===== src/rtl/alu181_serial.sv =====
// alu181_serial: digit-serial 74181-style ALU, one 4-bit slice per clock, LSB slice first.
module alu181_serial #(
  parameter int WIDTH = 16
) (
  input  logic             clk,
  input  logic             rst_n,
  input  logic             in_valid,
  output logic             in_ready,
  input  logic [WIDTH-1:0] a,
  input  logic [WIDTH-1:0] b,
  input  logic [3:0]       s,
  input  logic             m,
  input  logic             cin,
  output logic             out_valid,
  input  logic             out_ready,
  output logic [WIDTH-1:0] f,
  output logic             cout,
  output logic             eq,
  output logic             zero,
  output logic             ovf
);
  localparam int N  = WIDTH / 4;
  localparam int KW = (N > 1) ? $clog2(N) : 1;
  // DONE is encoded in bit 1 alone so out_valid comes straight off a flop
  typedef enum logic [1:0] {IDLE = 2'b00, BUSY = 2'b01, DONE = 2'b10} state_t;
  state_t state, nxt;
  logic [WIDTH-1:0] ra, rb, acc, res_n;
  logic [3:0]       rs, sa, sb, x, y, slice;
  logic [4:0]       sum;
  logic [KW-1:0]    k;
  logic             rm, carry, c3, last;
  always_ff @(posedge clk or negedge rst_n)
    if (!rst_n) state <= IDLE;
    else state <= nxt;
  always_comb begin
    nxt = state;
    case (state)
      IDLE: nxt = in_valid ? BUSY : IDLE;
      BUSY: nxt = last ? DONE : BUSY;
      DONE: nxt = out_ready ? IDLE : DONE;
      default: nxt = IDLE;
    endcase
  end
  always_comb begin
    in_ready  = state == IDLE;
    out_valid = state[1];
  end
  // Operands shift right each slice so the active slice is always bits [3:0]
  always_comb begin
    sa    = ra[3:0];
    sb    = rb[3:0];
    x     = sa | (rs[0] ? sb : 4'h0) | (rs[1] ? ~sb : 4'h0);
    y     = (rs[2] ? sa & ~sb : 4'h0) | (rs[3] ? sa & sb : 4'h0);
    sum   = {1'b0, x} + {1'b0, y} + {4'h0, carry};
    c3    = x[3] ^ y[3] ^ sum[3];
    slice = rm ? ~(x ^ y) : sum[3:0];
    res_n = WIDTH'({slice, acc} >> 4);
    last  = k == KW'(N - 1);
  end
  always_ff @(posedge clk or negedge rst_n)
    if (!rst_n) begin
      ra <= '0; rb <= '0; acc <= '0; rs <= '0; rm <= 1'b0; carry <= 1'b0; k <= '0;
      f <= '0; cout <= 1'b0; eq <= 1'b0; zero <= 1'b0; ovf <= 1'b0;
    end else if (state == IDLE && in_valid) begin
      ra <= a; rb <= b; rs <= s; rm <= m; carry <= cin & ~m; k <= '0;
    end else if (state == BUSY) begin
      ra    <= ra >> 4;
      rb    <= rb >> 4;
      acc   <= res_n;
      carry <= sum[4];
      k     <= k + KW'(1);
      if (last) begin
        f    <= res_n;
        cout <= ~rm & sum[4];
        ovf  <= ~rm & (c3 ^ sum[4]);
        eq   <= &res_n;
        zero <= ~|res_n;
      end
    end
endmodule


===== config.mk =====
export PLATFORM = sky130hd
export DESIGN_NAME = alu181_serial
export DESIGN_NICKNAME = d
export VERILOG_FILES = /design/src/rtl/alu181_serial.sv
export SDC_FILE = /design/constraint.sdc
export NUM_CORES = 1
export LEC_CHECK = 0
export BUFFER_PORTS_ARGS = -buffer_cell sky130_fd_sc_hd__buf_2
export CAP_MARGIN = 20
export CORE_MARGIN = 1
export CORE_UTILIZATION = 30
export DETAILED_ROUTE_END_ITERATION = 8
export GPL_TIMING_DRIVEN = 0
export PLACE_DENSITY_LB_ADDON = 0.15
export SETUP_SLACK_MARGIN = 0.2
export SLEW_MARGIN = 20
export SYNTH_ARGS = -nofsm -noshare
export SYNTH_HDL_FRONTEND = slang
export SYNTH_SLANG_ARGS = --single-unit

===== constraint.sdc =====
create_clock -name clk -period 6.83 [get_ports clk]
set_input_delay 0 -clock clk [delete_from_list [all_inputs] [get_ports clk]]
set_output_delay 0 -clock clk [all_outputs]
set_load 0.05 [all_outputs]

# Word-level counts from Yosys, hierarchy flattened

Index checks and enable logic that the tools add are counted.
Widths: inputs -> output; s select.

Flip-flop bits (word level): 78
Input port bits: 42
Output and inout bits: 22
Word-level logic and storage cells: 61

Add/subtract/negate cells: 3
Equality and inequality tests: 3
Mux-type cells: 17
Bitwise logic cells: 17
Reduce and logical (&&, ||, !) cells: 8

Operators by type and width:

| operator            | count |
|---|---|
| $mux 16             | 4 |
| $mux 4              | 5 |
| $reduce_and 16->1   | 1 |
| $reduce_or 16->1    | 1 |
| $or 4x4->4          | 3 |
| $and 4x4->4         | 2 |
| $mux 2              | 4 |
| $not 4->4           | 2 |
| $pmux 2 s3          | 1 |
| $add 4x4->5         | 1 |
| $add 5x1->5         | 1 |
| $eq 2x2->1 const B  | 2 |
| $xor 4x4->4         | 1 |
| $and 1x1->1         | 3 |
| $mux 1              | 3 |
| $not 1->1           | 3 |
| $reduce_and 3->1    | 1 |
| $xor 1x1->1         | 3 |
| $add 2x1->2 const B | 1 |
| $eq 2x1->1 const B  | 1 |
| $logic_not 2->1     | 1 |
| $reduce_and 2->1    | 1 |
| $reduce_bool 2->1   | 1 |
| $logic_and 1x1->1   | 1 |
| $logic_not 1->1     | 1 |

# Logic depth before layout (Yosys ltp)

Gate-level depths: netlist of run 1.

Depth in word-level cells: 9
Depth in mapped cells: 8
Depth with buffers taken out: 8

# Least setup slack after synthesis of run 1

Ideal clock, no wire load.

Path type: reg2reg
Start: register rs[1]
End: register eq
Library setup time: 0.092 ns
Data arrival time: 2.403 ns
Data required time: 6.738 ns
Slack: 4.335 ns
Cell stages (with the launch flop): 8
Path buffers: 0
Period minus slack after synthesis: 2.495 ns
Cell sequence: dfrtp_1 nor2b_1 a211o_1 fa_1 fa_1 mux2i_1 or4_1 o31ai_2

Word-level cells in the longest chain between the ends: 6
Elaborated cells between the ends (all ways): 8
Classes of those cells: 2 x add/sub; 2 x mux; 3 x bitwise; 1 x reduce/logical

RTL lines:

| what                                       | line   | source |
|---|---|---|
| start: declaration                         | 28     | `logic [3:0] rs, sa, sb, x, y, slice;` |
| start signal: assignment                   | 62     | `ra <= '0; rb <= '0; acc <= '0; rs <= '0; rm <= 1'b0; carry <= 1'b0; k <= '0;` |
| start signal: assignment                   | 65     | `ra <= a; rb <= b; rs <= s; rm <= m; carry <= cin & ~m; k <= '0;` |
| $mux 4 (*)                                 | 52     | `x = sa \| (rs[0] ? sb : 4'h0) \| (rs[1] ? ~sb : 4'h0);` |
| $or 4x4->4 (*)                             | 52     |  |
| $add 4x4->5 or $xor 4x4->4 (tied branches) | 54, 56 |  |
| $add 5x1->5 or $not 4->4 (tied branches)   | 54, 56 |  |
| $mux 4 (*)                                 | 56     | `slice = rm ? ~(x ^ y) : sum[3:0];` |
| $reduce_and 16->1 (*)                      | 76     | `eq <= &res_n;` |
| end signal: assignment                     | 76     |  |
| end: declaration                           | 18     | `output logic eq,` |

Every way passes the cells marked *; elsewhere a longest branch is shown, timed or not.
A chain may end at the register's enable or synchronous reset.

# Final worst setup path of run 1

Ends and elaborated chain as after synthesis.

==> results.yml, run 1 <==
outcome:
  status: "complete, no violations"
cells_and_area:
  drive_above_1_share_pct: 20.5
  post-route-util_pct: 42.0
  syn_to_final_growth_pct: 33.8
  antenna-diode-count: 0
  nets: 483
die:
  dieArea_sq_um: 11400
  ioPinCount: 64
  fp-row-count: 37
  die_h_um: 107
  start_util_pct: 31.4
  core_area_sq_um: 10500
  dieWidth_um: 107
timing:
  skew_ps: 8.14
  max_freq_mhz: 369
  worstMarginPinSlew_ps: 505
  finalHoldViolations: 0
  fin_setup_tns_ps: 0
  setup_viol: 0
  min_period_over_period_pct: 39.7
  slew_viol_final: 0
  rsz0062_at_grt: "no"
  slew_headroom_pct: 66.3
  fin_crit_ps: 2710
critical_path:
  critPathLaunchType: "flip-flop"
  r2r_setup_slack_ps: 4120
  crit_path_end_kind: "flip-flop"
  cp.arrival_ps: 2970
  worstSetupPathType: "flip-flop to flip-flop"
  startpoint: "rs[1]"
  r2r_end: "eq"
  critPathMaxFanout: 5
  critical_path_required_ps: 7090
  worstReg2RegStart: "rs[1]"
  r2r_cells: 7
power:
  ir_worst_vdd_v: 0.000166
  p_per_area_nw_per_um2: 508
  p_leak_nw: 2.18
route:
  ant_nets: 0
  drt-total-wl_um: 8340
  num_vias: 2676
  drtIter0Drc: 133
  drc_errors: 0
  detail_route.wl_per_cell_um: 14.5
  viasPerCell: 4.65
  drt-pass1-iter-count: 4
clocking:
  post-cts-setup-buffer-count: 0
  cts_buffers: 9
  clk_latency_ps: 350
  path_clk_slew_ps: 80
  cts.sinks: 74
  clockBufferDepth: 2
  cts_resized: 0
  clock_tree.root_cell: "clkbuf_8"
  htree_levels: 3
  hold_buffers: 40
  cts_tree: "built"
global_routing:
  grt_start_max_net_pins: 55
  grt_pass1_vias: 2659
  grt_pass1_wl_um: 13600
  track_usage_pct: 15.9
  antenna_found_initial: 0
  grt-ovfl-total: 0
hold_path:
  hold_class: "input port to async pin"
synthesis:
  synth_top_area_cell: "dfrtp_1"
  netlist_area_sq_um: 3300
  syn-instance-count: 319
  synth_edf_count: 0
  yosys_warnings: 0
  synthFlopType: "dfrtp_1"
  async_reset_ff_share_pct: 100
  syn_avg_cell_area_sq_um: 10.3
  synth_common_cells: "nand2_1 (105), dfrtp_1 (74), a22oi_1 (24), mux2_1 (17), o21ai_1 (16)"
  synth.most_common_cell: "nand2_1"
  synth_seq_cells: 74
  synth_top_area_share_pct: 56.2
  synth.area.top_cells: "dfrtp_1 (56%), nand2_1 (12%), mux2_1 (5.8%)"
  syn_nets: 368
  ys_seq_area_share_pct: 56.2
  synth_cell_types: 38
place:
  gp_congestion: 0.736
  hpwl_um: 5540
  io_buffers: 63
flow_run:
  max_cap_violations: 0
cell usage in the layout, fill, tap and decap left out, drive strengths merged, types with 2 or more instances in the layout:
cell         instances
clkbuf              19
buf                 77
o21ai               18
a21oi                2
o31ai                3
a21o                 2
a22oi               24
a211o                5
nor2                 5
nand3b               2
nor3b                2
dlygate4sd3         40
nand4                3
dfrtp               74
inv                  2
ha                   5
mux2                17
mux2i                6
nor2b                9
nand2              105
nor4                 3
fa                   2
xor2                 2
worst max-delay path by stage:
| stage | cells past startpoint | to | slack, ps |
|---|---|---|---|
| after floorplan | 7 | eq | 4330 |
| after global placement | 7 | eq | 4190 |
| after detailed placement | 7 | eq | 4160 |
| after CTS | 7 | eq | 4120 |
| after global routing | 7 | eq | 3980 |
| final | 7 | eq | 4120 |
cell type report:
cell class              count  area, sq um
plain buffers              18         82.6
clock buffers              14          163
repair buffers            104          746
flip-flops and latches     74         1850
clock inverters             2         35.0
multi-input cells         225         1360
inverters                   2         7.51
well taps                 136          170
fillers                  1033         6100
stage by stage:
| step | setup WS [ps] | area [sq um] | hold WS, ps | total power [mW] | instances |
|---|---|---|---|---|---|
| finish | 4120 | 4410 | 88.6 | 2.24 | 575 |
| global route | 3980 | 4410 | 99.8 | 2.44 | 575 |
| CTS | 4120 | 4410 | 79.5 | 2.27 | 575 |
| detailed placement | 4160 | 3810 | -82.6 | 1.90 | 519 |
| global placement | 4190 | 3780 | 210 | 1.88 | 518 |
| floorplan | 4330 | 3300 | -296 | 1.59 | 319 |
per-layer routing:
layer  vias to the layer above  global-route usage (%)  wire length, um
met3                        10                    2.37              217
met1                      1294                    22.6             4130
met5                         -                       0                0
met2                        49                    23.3             3830
met4                         0                    8.22              153
li1                       1323                       -                -
report_power, final:
group | switching [mW] | leakage (nW) | internal (mW) | total (mW)
registers | 0.158 | 0.937 | 0.639 | 0.798
clock network | 0.157 | 0.101 | 0.189 | 0.345
logic | 0.707 | 1.14 | 0.389 | 1.10
critical path: stages (launching register included):
cell	delay, ps
dfrtp_1	410
nor2b_1	140
a211o_1	270
fa_1	410
fa_1	520
mux2i_1	130
or4_1	540
o31ai_2	190
cells by family (layout without fill, tap and decap cells):
logic type,after synthesis,after routing,share of synthesized area [%]
xor+xnor,3,3,0.797
buf+inv,20,140,2.73
simple gates,134,134,17.5
flops,74,74,56.2
fa+ha+maj,7,7,3.11
compound gates,58,58,12.0
mux,23,23,7.63
sequential cells by signal, summed over array words and instances (netlist names):
signal  count
k           2
zero        1
cout        1
ovf         1
acc        12
rs          4
ra         16
rm          1
carry       1
eq          1
f          16
state       2
rb         16
No activity file was read; power rests on OpenSTA's default activity.
==> run 2, diff against run 1 <==
- clock period: 6.83 -> 2.7 ns (I/O delays scaled with it)
==> run 2 against run 1 <==
  * Wire length grew 0.65%
  * Via count grew 1.3%
  * Sequential power grew to 2.5 times the previous value
  * Critical path depth is the same
  * Total power grew to 2.6 times the previous value
  * Hold slack is essentially flat
  * Largest power group unchanged
==> results.yml, run 2 (synthesis results as in run 1) <==
place:
  hpwl_um: 5540
  io_buffers: 63
  post-place-ws_ps: 26.9
  gp_congestion: 0.736
  place_area_sq_um: 3810
cells_and_area:
  nets: 485
  fill_cells: 1028
  top_regs: "f x16, ra x16, rb x16"
  final_common_cell: "nand2_1"
  drive_above_1_share_pct: 22.7
  stdcell_area_sq_um: 4460
  antenna-diode-count: 0
  final_cell_mix: "nand2_1 (105), dfrtp_1 (74), buf_2 (71), dlygate4sd3_1 (40), a22oi_1 (24)"
  syn_to_final_growth_pct: 35.4
timing:
  setup_ws_ps: 112
  max_freq_mhz: 386
  skew_ps: 7.98
  hold_ws_ps: 88.2
  fin_crit_ps: 2590
  min_period_over_period_pct: 95.8
  rsz0062_at_grt: "yes"
  fin_setup_tns_ps: 0
  setup_viol: 0
  slew_viol_final: 0
  slew_headroom_pct: 66.2
  worstMarginPinSlew_ps: 507
  finalHoldViolations: 0
critical_path:
  r2r_setup_slack_ps: 110
  critPathMaxFanout: 3
  slowest_delay_ps: 530
  worstSetupPathType: "flip-flop to flip-flop"
  critPathTopFamily: "adder cells"
  critical_path_depth: 7
  worstReg2RegStart: "rs[1]"
  r2r_end: "eq"
  critPathLaunchType: "flip-flop"
  crit_buf_inv: 0
  crit_chain: "nor2b_1 -> a211o_1 -> fa_2 -> fa_1 -> mux2i_2 -> or4_1 -> o31ai_2"
  crit_path_top_delay_cell: "fa_1"
  cp.arrival_ps: 2840
  r2r_cells: 7
  critical_path_required_ps: 2960
  crit_path_end_kind: "flip-flop"
die:
  ioPinCount: 64
  fp-row-count: 37
  start_util_pct: 31.4
  core_area_sq_um: 10500
  dieWidth_um: 107
  die_h_um: 107
  dieArea_sq_um: 11400
global_routing:
  antenna_found_initial: 0
  grt_pass1_vias: 2671
  grt_pass1_wl_um: 13600
  grt-ovfl-total: 0
  track_usage_pct: 15.9
  grt_start_max_net_pins: 55
clocking:
  clock_tree.root_cell: "clkbuf_8"
  cts_tree: "built"
  cts_buffers: 9
  clockBufferDepth: 2
  path_clk_slew_ps: 80
  cts.sinks: 74
  clk_latency_ps: 340
  htree_levels: 3
power:
  ir_worst_vdd_v: 0.000452
  total_power_mw: 5.85
  p_leak_nw: 2.19
  p_per_area_nw_per_um2: 1310
route:
  ant_nets: 0
  drc_errors: 0
  drt-total-wl_um: 8390
  drtIter0Drc: 137
  viasPerCell: 4.70
  drt-pass1-iter-count: 4
  detail_route.wl_per_cell_um: 14.5
  num_vias: 2711
flow_run:
  max_cap_violations: 0
outcome:
  status: "complete, no violations"
hold_path:
  hold_class: "input port to async pin"
[run 2: cell types whose count changed in the layout (fill, tap and decap cells not counted), sizes merged]
cell  change
buf       +2
[run 2: routing by layer]
metal / GRT usage (%) / wire length (um)
met1: 22.5 / 4110
met5: 0 / 0
met2: 23.5 / 3870
met3: 2.37 / 239
met4: 8.22 / 165
[run 2: cell type report]
| type | instances | area (sq um) | share of cell area, % |
|---|---|---|---|
| tap | 136 | 170 | 3.81 |
| clock inverter | 2 | 35.0 | 0.785 |
| clock buffer | 14 | 163 | 3.64 |
| sequential | 74 | 1850 | 41.5 |
| multi-input combinational | 225 | 1390 | 31.2 |
| inverter | 2 | 7.51 | 0.168 |
| buffer | 18 | 82.6 | 1.85 |
| timing repair buffer | 106 | 761 | 17.0 |
[run 2: stage by stage]
step / utilization, % / instances
finish: 42.5 / 577
global route: 42.5 / 577
CTS: 42.2 / 576
detailed placement: 36.3 / 519
global placement: 36.0 / 518
floorplan: - / 319
[run 2: worst max path at each step]
stage,from,end,slack [ps]
floorplan,rs[1],eq,200
finish,rs[1],eq,110
global placement,rs[1],eq,60
CTS,rs[1],eq,110
global route,rs[1],eq,3
detailed placement,rs[1],eq,30
[run 2: timing repair]
action	CTS	global route
gates resized for setup	3	5
pin swaps	0	2
setup endpoints to repair	3	5
hold buffers	40	0
buffers inserted	1	1
endpoints found under the hold margin	113	0
[run 2: power breakdown]
part           switching (mW)  internal (mW)
Sequential              0.400           1.62
Clock                   0.396          0.478
Combinational            1.86           1.09
==> run 3, diff against run 2 <==
- CELL_PAD_IN_SITES_DETAIL_PLACEMENT: default -> 1
- CELL_PAD_IN_SITES_GLOBAL_PLACEMENT: default -> 1
- GPL_ROUTABILITY_DRIVEN: default -> 0
- clock period: 2.7 -> 2.86 ns (I/O delays scaled with it)
==> run 3 against run 2 <==
  * Total power down 5.8%
  * Sequential share of layout area rose by 0.15 points
  * Critical path depth is the same
  * Largest cell class unchanged
  * Setup slack better by 170 ps
==> results.yml, run 3 (synthesis results as in run 1) <==
outcome:
  status: "complete, no violations"
die:
  ioPinCount: 64
  dieWidth_um: 107
  core_area_sq_um: 10500
  start_util_pct: 31.4
  fp-row-count: 37
  dieArea_sq_um: 11400
  die_h_um: 107
place:
  io_buffers: 63
  hpwl_um: 5990
route:
  num_vias: 2716
  drt-pass1-iter-count: 4
  detail_route.wl_per_cell_um: 15.0
  drc_errors: 0
  viasPerCell: 4.71
  drtIter0Drc: 86
  ant_nets: 0
  drt-total-wl_um: 8670
timing:
  min_period_over_period_pct: 90.0
  max_freq_mhz: 388
  slew_viol_final: 0
  slew_headroom_pct: 66.9
  finalHoldViolations: 0
  hold_ws_ps: 89.8
  fin_crit_ps: 2580
  setup_viol: 0
  skew_ps: 8.01
  worstMarginPinSlew_ps: 497
  fin_setup_tns_ps: 0
  rsz0062_at_grt: "no"
critical_path:
  crit_path_end_kind: "flip-flop"
  critPathLaunchType: "flip-flop"
  crit_path_top_delay_cell: "fa_1"
  crit_chain: "nor2b_1 -> a211o_1 -> fa_2 -> fa_1 -> mux2i_2 -> or4_1 -> o31ai_2"
  critPathMaxFanout: 3
  critical_path_required_ps: 3110
  slowest_delay_ps: 530
  cp.arrival_ps: 2830
  worstSetupPathType: "flip-flop to flip-flop"
clocking:
  cts_buffers: 9
  cts_tree: "built"
  htree_levels: 3
  cts.sinks: 74
  path_clk_slew_ps: 70
  clockBufferDepth: 2
  clk_latency_ps: 340
  clock_tree.root_cell: "clkbuf_8"
global_routing:
  track_usage_pct: 16.7
  antenna_found_initial: 0
  grt_start_max_net_pins: 55
  grt_pass1_vias: 2908
  grt-ovfl-total: 0
  grt_pass1_wl_um: 14600
cells_and_area:
  nets: 485
  final_common_cell: "nand2_1"
  drive_above_1_share_pct: 22.0
  final_cell_mix: "nand2_1 (105), dfrtp_1 (74), buf_2 (71), dlygate4sd3_1 (40), a22oi_1 (24)"
  syn_to_final_growth_pct: 34.9
  post-route-util_pct: 42.3
  antenna-diode-count: 0
  top_regs: "f x16, ra x16, rb x16"
  fill_cells: 1192
power:
  ir_worst_vdd_v: 0.000438
  p_per_area_nw_per_um2: 1240
  p_leak_nw: 2.19
hold_path:
  hold_class: "input port to async pin"
flow_run:
  max_cap_violations: 0
==> run 3: final cells by class <==
class	count	area [sq um]	area share, %
tap	136	170	3.83
clock buffer	12	155	3.49
multi-input combinational	225	1370	30.8
clock inverter	4	50.0	1.13
buffer	18	82.6	1.86
timing repair buffer	106	761	17.1
sequential	74	1850	41.6
inverter	2	7.51	0.169
==> run 3: metal layers <==
metal / track usage (%) / part of all wire [%] / vias up
met5: 0 / 0 / -
met4: 5.87 / 1.2 / 0
met3: 2.19 / 2.3 / 9
met2: 26.4 / 47 / 41
met1: 23.4 / 50 / 1340
li1: - / - / 1326
==> run 3: timing repair <==
action                                 in CTS  in global routing
setup endpoints to repair                   1                  2
pin swaps                                   1                  1
resized for setup                           2                  1
setup buffers                               1                  1
endpoints found under the hold margin     113                  0
hold buffers                               40                  0
==> run 3: where the power goes <==
group	internal [mW]	leakage, nW	total (mW)	switching [mW]
sequential	1.53	0.937	1.91	0.383
clock	0.450	0.0986	0.834	0.385
combinational	1.00	1.15	2.77	1.76
total	2.98	2.19	5.51	2.53
==> run 3: final timing paths <==
kind | startpoint | end | depth (start not counted) | slack, ps
max | rs[1] | eq | 7 | 280
min | rst_n | f[12] | 2 | 90
max reg2reg | rs[1] | eq | 7 | 280
min reg2reg | ra[9] | ra[9] | 2 | 480
max in group asynchronous | rst_n | ra[2] | 3 | 2210
min in group clk | in_valid | rb[1] | 5 | 390
==> run 3: through the flow <==
stage | cell area, sq um | std cells | setup WS, ps | power [mW]
3_5_place_dp | 3810 | 519 | 159 | 4.60
4_1_cts | 4430 | 576 | 233 | 5.53
5_1_grt | 4450 | 577 | 184 | 5.99
3_3_place_gp | 3780 | 518 | 197 | 4.52
2_1_floorplan | 3300 | 319 | 365 | 3.79
6_report | 4450 | 577 | 285 | 5.51
==> run 3: critical path, delay by kind of cell, from the launching register on <==
kind / cells / cell delay, ps
flip-flops: 1 / 390
adder cells (fa/ha/maj): 2 / 890
multiplexers: 1 / 120
AND/OR/NAND/NOR: 2 / 660
AO/OA/AOI/OAI: 2 / 430
